File: src/rtl/bus_rr_arbiter.sv
// Round-robin arbiter feeding the tagged-data register stage (enable + word).
// Optional BUS_RR_ARB_TAG_STAMP_EN: overwrite the word's tag with the granted requester index.
module bus_rr_arbiter #(
    parameter int N_REQ  = 4,
    parameter int GAP    = 0,
    parameter int TAG_W  = 4,
    parameter int DATA_W = 8
) (
    input  logic                                 i_clk,
    input  logic                                 i_rst,
    input  logic [N_REQ-1:0]                     i_req,
    input  logic [N_REQ-1:0][TAG_W+DATA_W-1:0]   i_data,
    output logic [N_REQ-1:0]                     o_gnt,
    output logic                                 o_E,
    output logic [TAG_W+DATA_W-1:0]              o_D,
    output logic                                 o_busy
);

    localparam int BUS_W = TAG_W + DATA_W;
    localparam int PTR_W = (N_REQ > 2) ? $clog2(N_REQ) : 1;
    localparam logic [3:0] GAP_LOAD = (GAP > 0) ? 4'(GAP - 1) : 4'd0;
    localparam logic [PTR_W-1:0] PTR_LAST = PTR_W'(N_REQ - 1);
    localparam logic [PTR_W:0]   N_WIDE   = (PTR_W + 1)'(N_REQ);

    typedef struct packed {
        logic [TAG_W-1:0]  tag;
        logic [DATA_W-1:0] data;
    } bus_t;

    typedef enum logic [1:0] {
        ST_IDLE  = 2'd0,
        ST_GRANT = 2'd1,
        ST_GAP   = 2'd2
    } state_t;

    if ((N_REQ < 2) || (N_REQ > 8)) begin : g_bad_nreq
        $error("bus_rr_arbiter: N_REQ must be in 2..8");
    end
    if ((GAP < 0) || (GAP > 15)) begin : g_bad_gap
        $error("bus_rr_arbiter: GAP must be in 0..15");
    end
`ifdef BUS_RR_ARB_TAG_STAMP_EN
    if (TAG_W < $clog2(N_REQ)) begin : g_bad_tag
        $error("bus_rr_arbiter: tag field too narrow to hold a requester index");
    end
`endif

    state_t             state_q, state_d;
    logic [PTR_W-1:0]   ptr_q, ptr_d;
    logic [3:0]         cnt_q, cnt_d;
    logic [N_REQ-1:0]   gnt_q, gnt_d;
    logic               e_q, e_d;
    logic [BUS_W-1:0]   d_q, d_d;
    logic               busy_q, busy_d;

    logic [N_REQ-1:0]   eff_s;
    logic [PTR_W:0]     sum_s;
    logic [PTR_W-1:0]   pick_s;
    logic               found_s;
    logic               take_s;
    bus_t               word_s;

    assign eff_s = i_req & ~gnt_q;

    // Rotating search from ptr; walking offsets downward lets the smallest offset win.
    always_comb begin
        found_s = 1'b0;
        pick_s  = ptr_q;
        sum_s   = '0;
        for (int i = N_REQ - 1; i >= 0; i--) begin
            sum_s = {1'b0, ptr_q} + (PTR_W + 1)'(i);
            if (sum_s >= N_WIDE) begin
                sum_s = sum_s - N_WIDE;
            end else begin
                sum_s = sum_s;
            end
            if (eff_s[sum_s[PTR_W-1:0]]) begin
                found_s = 1'b1;
                pick_s  = sum_s[PTR_W-1:0];
            end else begin
                found_s = found_s;
                pick_s  = pick_s;
            end
        end
    end

    // Word presented for the selected requester, tag optionally stamped.
    always_comb begin
        word_s = bus_t'(i_data[pick_s]);
`ifdef BUS_RR_ARB_TAG_STAMP_EN
        word_s.tag = TAG_W'(pick_s);
`endif
    end

    // Next-state and registered-output computation.
    always_comb begin
        state_d = state_q;
        ptr_d   = ptr_q;
        cnt_d   = cnt_q;
        gnt_d   = '0;
        e_d     = 1'b0;
        d_d     = '0;
        take_s  = 1'b0;

        case (state_q)
            ST_IDLE: begin
                if (found_s) begin
                    take_s = 1'b1;
                end else begin
                    state_d = ST_IDLE;
                end
            end
            ST_GRANT: begin
                if (GAP == 0) begin
                    if (found_s) begin
                        take_s = 1'b1;
                    end else begin
                        state_d = ST_IDLE;
                    end
                end else begin
                    state_d = ST_GAP;
                    cnt_d   = GAP_LOAD;
                end
            end
            ST_GAP: begin
                if (cnt_q != 4'd0) begin
                    cnt_d = cnt_q - 4'd1;
                end else if (found_s) begin
                    take_s = 1'b1;
                end else begin
                    state_d = ST_IDLE;
                end
            end
            default: begin
                state_d = ST_IDLE;
                cnt_d   = 4'd0;
            end
        endcase

        if (take_s) begin
            state_d = ST_GRANT;
            gnt_d   = {{(N_REQ - 1){1'b0}}, 1'b1} << pick_s;
            e_d     = 1'b1;
            d_d     = word_s;
            ptr_d   = (pick_s == PTR_LAST) ? '0 : pick_s + PTR_W'(1);
        end else begin
            gnt_d = '0;
            e_d   = 1'b0;
            d_d   = '0;
        end

        busy_d = (state_d != ST_IDLE);
    end

    // State, pointer, counter and output registers.
    always_ff @(posedge i_clk) begin
        if (i_rst) begin
            state_q <= ST_IDLE;
            ptr_q   <= '0;
            cnt_q   <= 4'd0;
            gnt_q   <= '0;
            e_q     <= 1'b0;
            d_q     <= '0;
            busy_q  <= 1'b0;
        end else begin
            state_q <= state_d;
            ptr_q   <= ptr_d;
            cnt_q   <= cnt_d;
            gnt_q   <= gnt_d;
            e_q     <= e_d;
            d_q     <= d_d;
            busy_q  <= busy_d;
        end
    end

    assign o_gnt  = gnt_q;
    assign o_E    = e_q;
    assign o_D    = d_q;
    assign o_busy = busy_q;

endmodule

File: config.mk
export PLATFORM = sky130hd
export DESIGN_NAME = bus_rr_arbiter
export DESIGN_NICKNAME = d
export VERILOG_FILES = /design/src/rtl/bus_rr_arbiter.sv
export SDC_FILE = /design/constraint.sdc
export NUM_CORES = 1
export LEC_CHECK = 0
export BUFFER_PORTS_ARGS = -buffer_cell sky130_fd_sc_hd__buf_2
export CORE_MARGIN = 2
export CORE_UTILIZATION = 39
export DETAILED_ROUTE_END_ITERATION = 8
export PLACE_DENSITY = 0.77
export SETUP_SLACK_MARGIN = 0.4
export SYNTH_ARGS = -nofsm -noshare
export SYNTH_HDL_FRONTEND = slang
export SYNTH_SLANG_ARGS = --single-unit
File: constraint.sdc
create_clock -name i_clk -period 2.04 [get_ports i_clk]
set_clock_uncertainty 0.2 [all_clocks]
set_input_delay 0.612 -clock i_clk [delete_from_list [all_inputs] [get_ports i_clk]]
set_output_delay 0.612 -clock i_clk [all_outputs]
set_load 0.05 [all_outputs]
# Word level (Yosys, flattened, before mapping)
# Index checks and enable logic that the tools add are counted.
[word_totals]
ff_bits = 26
in_bits = 54
out_inout_bits = 18
wordCells = 73
[classes]
add_sub_neg = 9
n_lt_le_gt_ge = 9
eq_ne = 4
n_shift = 1
mux = 33
n_bitwise = 4
reduce_logical = 6
[ops]
columns = ["operator", "n"]
rows = [
  ["binary-select mux 12 bit (select 2 bit)", 1],
  ["2-to-1 mux 2 bit", 12],
  ["less-than comparator 2 x 3 -> 1 bit, second input constant", 5],
  ["2-to-1 mux 12 bit", 1],
  ["2-to-1 mux 1 bit", 11],
  ["greater-or-equal comparator 3 bit, second input constant", 3],
  ["binary-select mux 1 bit (select 2 bit)", 4],
  ["one-hot mux 4 bit (2 select lines)", 1],
  ["subtractor 2 x 1 -> 2 bit, second input constant", 4],
  ["adder 2 x 2 -> 3 bit, second input constant", 2],
  ["AND 4 bit", 1],
  ["equality test 2 bit, second input constant", 2],
  ["2-to-1 mux 4 bit", 1],
  ["inverter 4 bit", 1],
  ["one-hot mux 2 bit (2 select lines)", 1],
  ["nonzero test 4 bit", 1],
  ["OR reduction 2 bit", 2],
  ["<< shifter 1 x 2 -> 4 bit, first input constant", 1],
  ["subtractor 4 x 1 -> 4 bit, second input constant", 1],
  ["adder 2 x 1 -> 3 bit, second input constant", 1],
  ["greater-or-equal comparator 2 x 3 -> 1 bit, second input constant", 1],
  ["adder 2 x 1 -> 2 bit, second input constant", 1],
  ["equality test 2 x 1 -> 1 bit, second input constant", 1],
  ["logical NOT 2 bit", 1],
  ["other kinds (5)", 6],
]

# Longest topological paths before layout
[logic_depth]
depth_word = 14
mapped_depth = 9
mapped_depth_nobuf = 8

# Worst setup path after synthesis
# No wires, ideal clock.
[synth_timing]
kind = "register to register"
start = "reg gnt_q[3] (netlist: o_gnt[3])"
end = "reg ptr_q[1]"
setup_time_ps = 120
arrival_time_ps = 1822
required_time_ps = 1720
slack_ps = -101
stages_incl_launch_ff = 7
path_buffers = 1
period_less_slack_ps = 2141
cell_sequence = "dfxtp_1 nor2b_1 nand2b_1 o221ai_1 buf_2 nor2_1 a211o_1"
[synth_between]
elab_chain_cells = 11
word_cells_on_any_way = 24
classes_between = "add/sub (1); eq/ne (1); mux (20); bitwise (2)"
[synth_rtl]
columns = ["element", "line_no", "rtl"]
rows = [
  ["from (decl)", "51", "logic [N_REQ-1:0] gnt_q, gnt_d;"],
  ["from (signal assigned)", "169", "gnt_q <= gnt_d;"],
  ["inverter 4 bit (*)", "63", "assign eff_s = i_req & ~gnt_q;"],
  ["AND 4 bit (*)", "63", ""],
  ["binary-select mux 1 bit (select 2 bit)", "77", "if (eff_s[sum_s[PTR_W-1:0]]) begin"],
  ["2-to-1 mux 1 bit (not written as such)", "77", ""],
  ["2-to-1 mux 1 bit (4 in series)", "77", ""],
  ["2-to-1 mux 1 bit", "107, 115, 128", ""],
  ["2-to-1 mux 1 bit", "126", "if (cnt_q != 4'd0) begin"],
  ["one-hot mux 1 bit (2 select lines)", "105", "case (state_q)"],
  ["to (signal assigned)", "167", "ptr_q <= ptr_d;"],
  ["to (decl)", "49", "logic [PTR_W-1:0] ptr_q, ptr_d;"],
]
# Mark *: on every way between the ends. The rest lies on a longest branch, timed or not. The select of a mux whose other input is x is not followed.
# A chain may end at the register's enable or synchronous reset.

# Worst setup path after layout
[layout_timing]
start = "reg cnt_q[1]"
end = "reg d_q[0] (netlist: o_D[0])"
[layout_between]
elab_chain_cells = 5
[layout_rtl]
columns = ["element", "line_no", "rtl"]
rows = [
  ["from (decl)", "50", "logic [3:0] cnt_q, cnt_d;"],
  ["from (signal assigned)", "168", "cnt_q <= cnt_d;"],
  ["nonzero test 4 bit", "126", ""],
  ["2-to-1 mux 1 bit", "126", ""],
  ["one-hot mux 1 bit (2 select lines)", "105", ""],
  ["inverter 1 bit (no source line)", "n/a", ""],
  ["OR reduction 2 bit (no source line)", "n/a", ""],
  ["to (signal assigned)", "163", "d_q <= '0;"],
  ["to (signal assigned)", "171", "d_q <= d_d;"],
  ["to (decl)", "53", "logic [BUS_W-1:0] d_q, d_d;"],
]
# No other way between the ends.

==> key figures <==
Global routing
  • Largest net degree at the start of global routing: 30
  • Total gr overflow: 0
  • Initial antenna violation count: 0
  • Vias in the first global route: 1244
  • Overall routing resource usage: 18.49%
  • First-pass GRT wire length: 5030 um

CTS
  • Root Driver: clkbuf_4
  • Sink Count: 26
  • CTS tree: built
  • CTS max path bufs: 2
  • Post-CTS Hold Buffers: 0
  • CTS clk-pin slew, worst paths: 0.14 ns
  • # H-tree levels: 1
  • Clock latency at the later pin of the worst-skew pair: 0.32 ns
  • TritonCTS Buffers: 3

Power
  • P per Cell Area: 1303 nW/um^2
  • Worst VDD drop: 0.7896 mV
  • Tot Pwr: 2.911 mW
  • Leakage: 1.055 nW

Timing
  • Crit path time final: 2.251 ns
  • Setup violations, final: 16
  • Setup WS post-layout: -0.2112 ns
  • Fmax: 0.4442 GHz
  • Max-slew headroom at the worst pin: 72.15%
  • Fin. max-slew vios: 0
  • Fin. Hold Viols: 0
  • Final period util: 110.4%
  • Worst slew pin tran: 0.4142 ns
  • Setup total negative slack: -2.729 ns
  • RSZ-0062 raised after global routing: yes

Final layout
  • Multi-input gate area: 843.3 um^2
  • # diodes: 0
  • Final nets: 274
  • Fill count: 216
  • Util after Layout: 73.76%
  • Layout cells sized above 1: 66.36%
  • Storage element area: 548.0 um^2
  • Layout area overhead: 81.22%

Route
  • Drt initial violations: 32
  • Drt via density: 4.831
  • Routed via count: 1261
  • Total routed wirelength: 3339 um
  • Post-route ant nets: 0
  • Pre-antenna DRT Iters: 4
  • Residual DRC: 0
  • Routed len/inst: 12.79 um

Yosys
  • Post-synth top area share: 42.23%
  • Synth Instances: 127
  • Post-synthesis cell area: 1232 um^2
  • Yosys top cell by area: dfxtp_1
  • Post-synth top flop: dfxtp_1
  • Mean Syn Cell Area: 9.704 um^2
  • Ys async rst share: 0%
  • Synth Register Bits: 26
  • Number of synthesized flops with an enable pin: 0
  • Seq/Total Area, Yosys: 42.23%
  • Top cells by area, synth: dfxtp_1 (42%), mux2i_1 (20%), o22ai_1 (6.1%)
  • Synth cell types: 27
  • Syn. warnings: 0
  • Synth Net Count: 183

Critical path
  • CP max stage delay: 0.44 ns
  • Worst Setup Start Kind: flip-flop
  • WS Path Type: reg -> reg
  • Worst Setup End Kind: flip-flop
  • Critical Path Slowest Stage Cell: or3_4
  • Critical path, cell by cell: inv_2, ha_4, or3b_4, o21ai_4, o21ai_4, or3_4, clkbuf_16, o22ai_1
  • Req. time, crit path: 2.10 ns
  • Most Frequent Cell on Critical Path: o21ai_4
  • CP Max Fanout: 6
  • Crit path DAT: 2.31 ns

Run status
  • Failing checks: setup timing
  • Status: complete, but fails checks

Place
  • Detailed placement HPWL: 2303 um
  • Routability cong.: 0.7680
  • IO Port Bufs: 71

Floorplan
  • Chip height: 60.22 um
  • Core Region: 3028 um^2
  • Io pins: 72
  • Core Rows: 20
  • DIE WIDTH: 60.22 um
  • DIE AREA: 3626 um^2
  • Initial core utilization: 40.70%

Hold path
  • Hold Path Class: in -> reg

Job
  • Max-cap viol count: 0
-- flip-flops by register name, indices dropped and copies added (netlist names) --
signal,count
o_D,12
cnt_q,4
o_gnt,4
ptr_q,2
state_q,2
o_E,1
o_busy,1
-- stage by stage --
| step | hold slack (ns) | setup WS, ns | instances | area (um^2) |
|---|---|---|---|---|
| 2_1_floorplan | 0.2778 | -0.03607 | 127 | 1306 |
| 3_3_place_gp | 0.3009 | -0.1444 | 250 | 1793 |
| 3_5_place_dp | 0.3172 | -0.2004 | 250 | 1793 |
| 4_1_cts | 0.3408 | -0.1524 | 257 | 2001 |
| 5_1_grt | 0.3466 | -0.2612 | 261 | 2233 |
| 6_report | 0.3388 | -0.2112 | 261 | 2233 |
-- power by group --
part,total [mW],internal [mW],switching [mW]
clock network,0.264,0.109,0.155
logic,1.85,0.880,0.969
registers,0.798,0.678,0.120
total,2.91,1.67,1.24
-- placed cells by master, fill, tap and decap left out, types with 2 or more instances in the layout --
master and n:
buf_6 2, nor2b_1 2, o22ai_4 3, dfxtp_1 6, nor3_1 4, a21oi_2 2, nor2_1 11, nand2_1 2
nor2_2 2, o21ai_0 3, o21ai_4 2, a21oi_1 4, inv_2 2, clkbuf_4 3, buf_12 2, nor3b_1 3
nand2b_1 3, o22ai_2 8, dfxtp_2 19, buf_4 16, mux2i_1 25, buf_2 53, buf_8 18, o21ai_1 2
-- Yosys cell counts (all sizes together) (2+ instances only) --
master	instances
a21oi	6
and3	2
buf	5
dfxtp	26
ha	2
inv	2
mux2i	25
nand2	2
nand2b	4
nor2	14
nor2b	3
nor3	4
nor3b	4
o21ai	7
o22ai	12
-- area by class of cell --
| cell class | instances | share of cell area, % |
|---|---|---|
| Timing Repair Buffer | 92 | 33.28 |
| Tap cell | 44 | 2.465 |
| Multi-Input combinational cell | 93 | 37.76 |
| Sequential cell | 26 | 24.54 |
| Clock buffer | 4 | 1.625 |
| Inverter | 2 | 0.3361 |
-- critical path: cells and delay by family, from the launching register on --
| kind | cells | cell delay, ns |
|---|---|---|
| and+or+nand+nor | 2 | 0.83 |
| buffers and inverters | 2 | 0.25 |
| adders and majority gates | 1 | 0.13 |
| AOI/OAI and AO/OA | 3 | 0.42 |
| DFF | 1 | 0.35 |
-- final timing paths --
| check | slack (ns) | cells past startpoint | start | endpoint |
|---|---|---|---|---|
| worst max-delay path | -0.21 | 8 | cnt_q[1] | o_D[0] |
| worst min-delay path | 0.34 | 3 | i_data[46] | o_D[10] |
| worst max register to register | -0.21 | 8 | cnt_q[1] | o_D[0] |
| worst min register to register | 0.36 | 2 | cnt_q[3] | cnt_q[3] |
-- what timing repair did --
| item | in CTS | in global routing |
|---|---|---|
| pin swaps | 0 | 16 |
| setup endpoints to repair | 43 | 44 |
| resized for setup | 54 | 41 |
| buffers inserted | 3 | 3 |
| cloned | 0 | 1 |
| hold endpoints to repair | 0 | 0 |
-- cells by family (layout without fill, tap and decap cells) --
group                    Yosys count  in the layout  share of synthesized area [%]
adder cells (fa/ha/maj)            2              2                          2.030
AND/OR/NAND/NOR                   37             37                          16.55
flip-flops                        26             26                          42.23
AO/OA/AOI/OAI                     29             29                          15.43
multiplexers                      25             25                          20.30
buffers and inverters              8             98                          3.452
-- routing by layer --
| layer | track usage, % | wire length (um) | vias to the layer above |
|---|---|---|---|
| li1 | - | - | 643 |
| met1 | 20.24 | 1383 | 569 |
| met5 | 0 | 0 | - |
| met3 | 3.896 | 229 | 2 |
| met2 | 34.47 | 1708 | 47 |
| met4 | 6.667 | 17 | 0 |
Note: power is estimated with default switching activity, not from simulation.
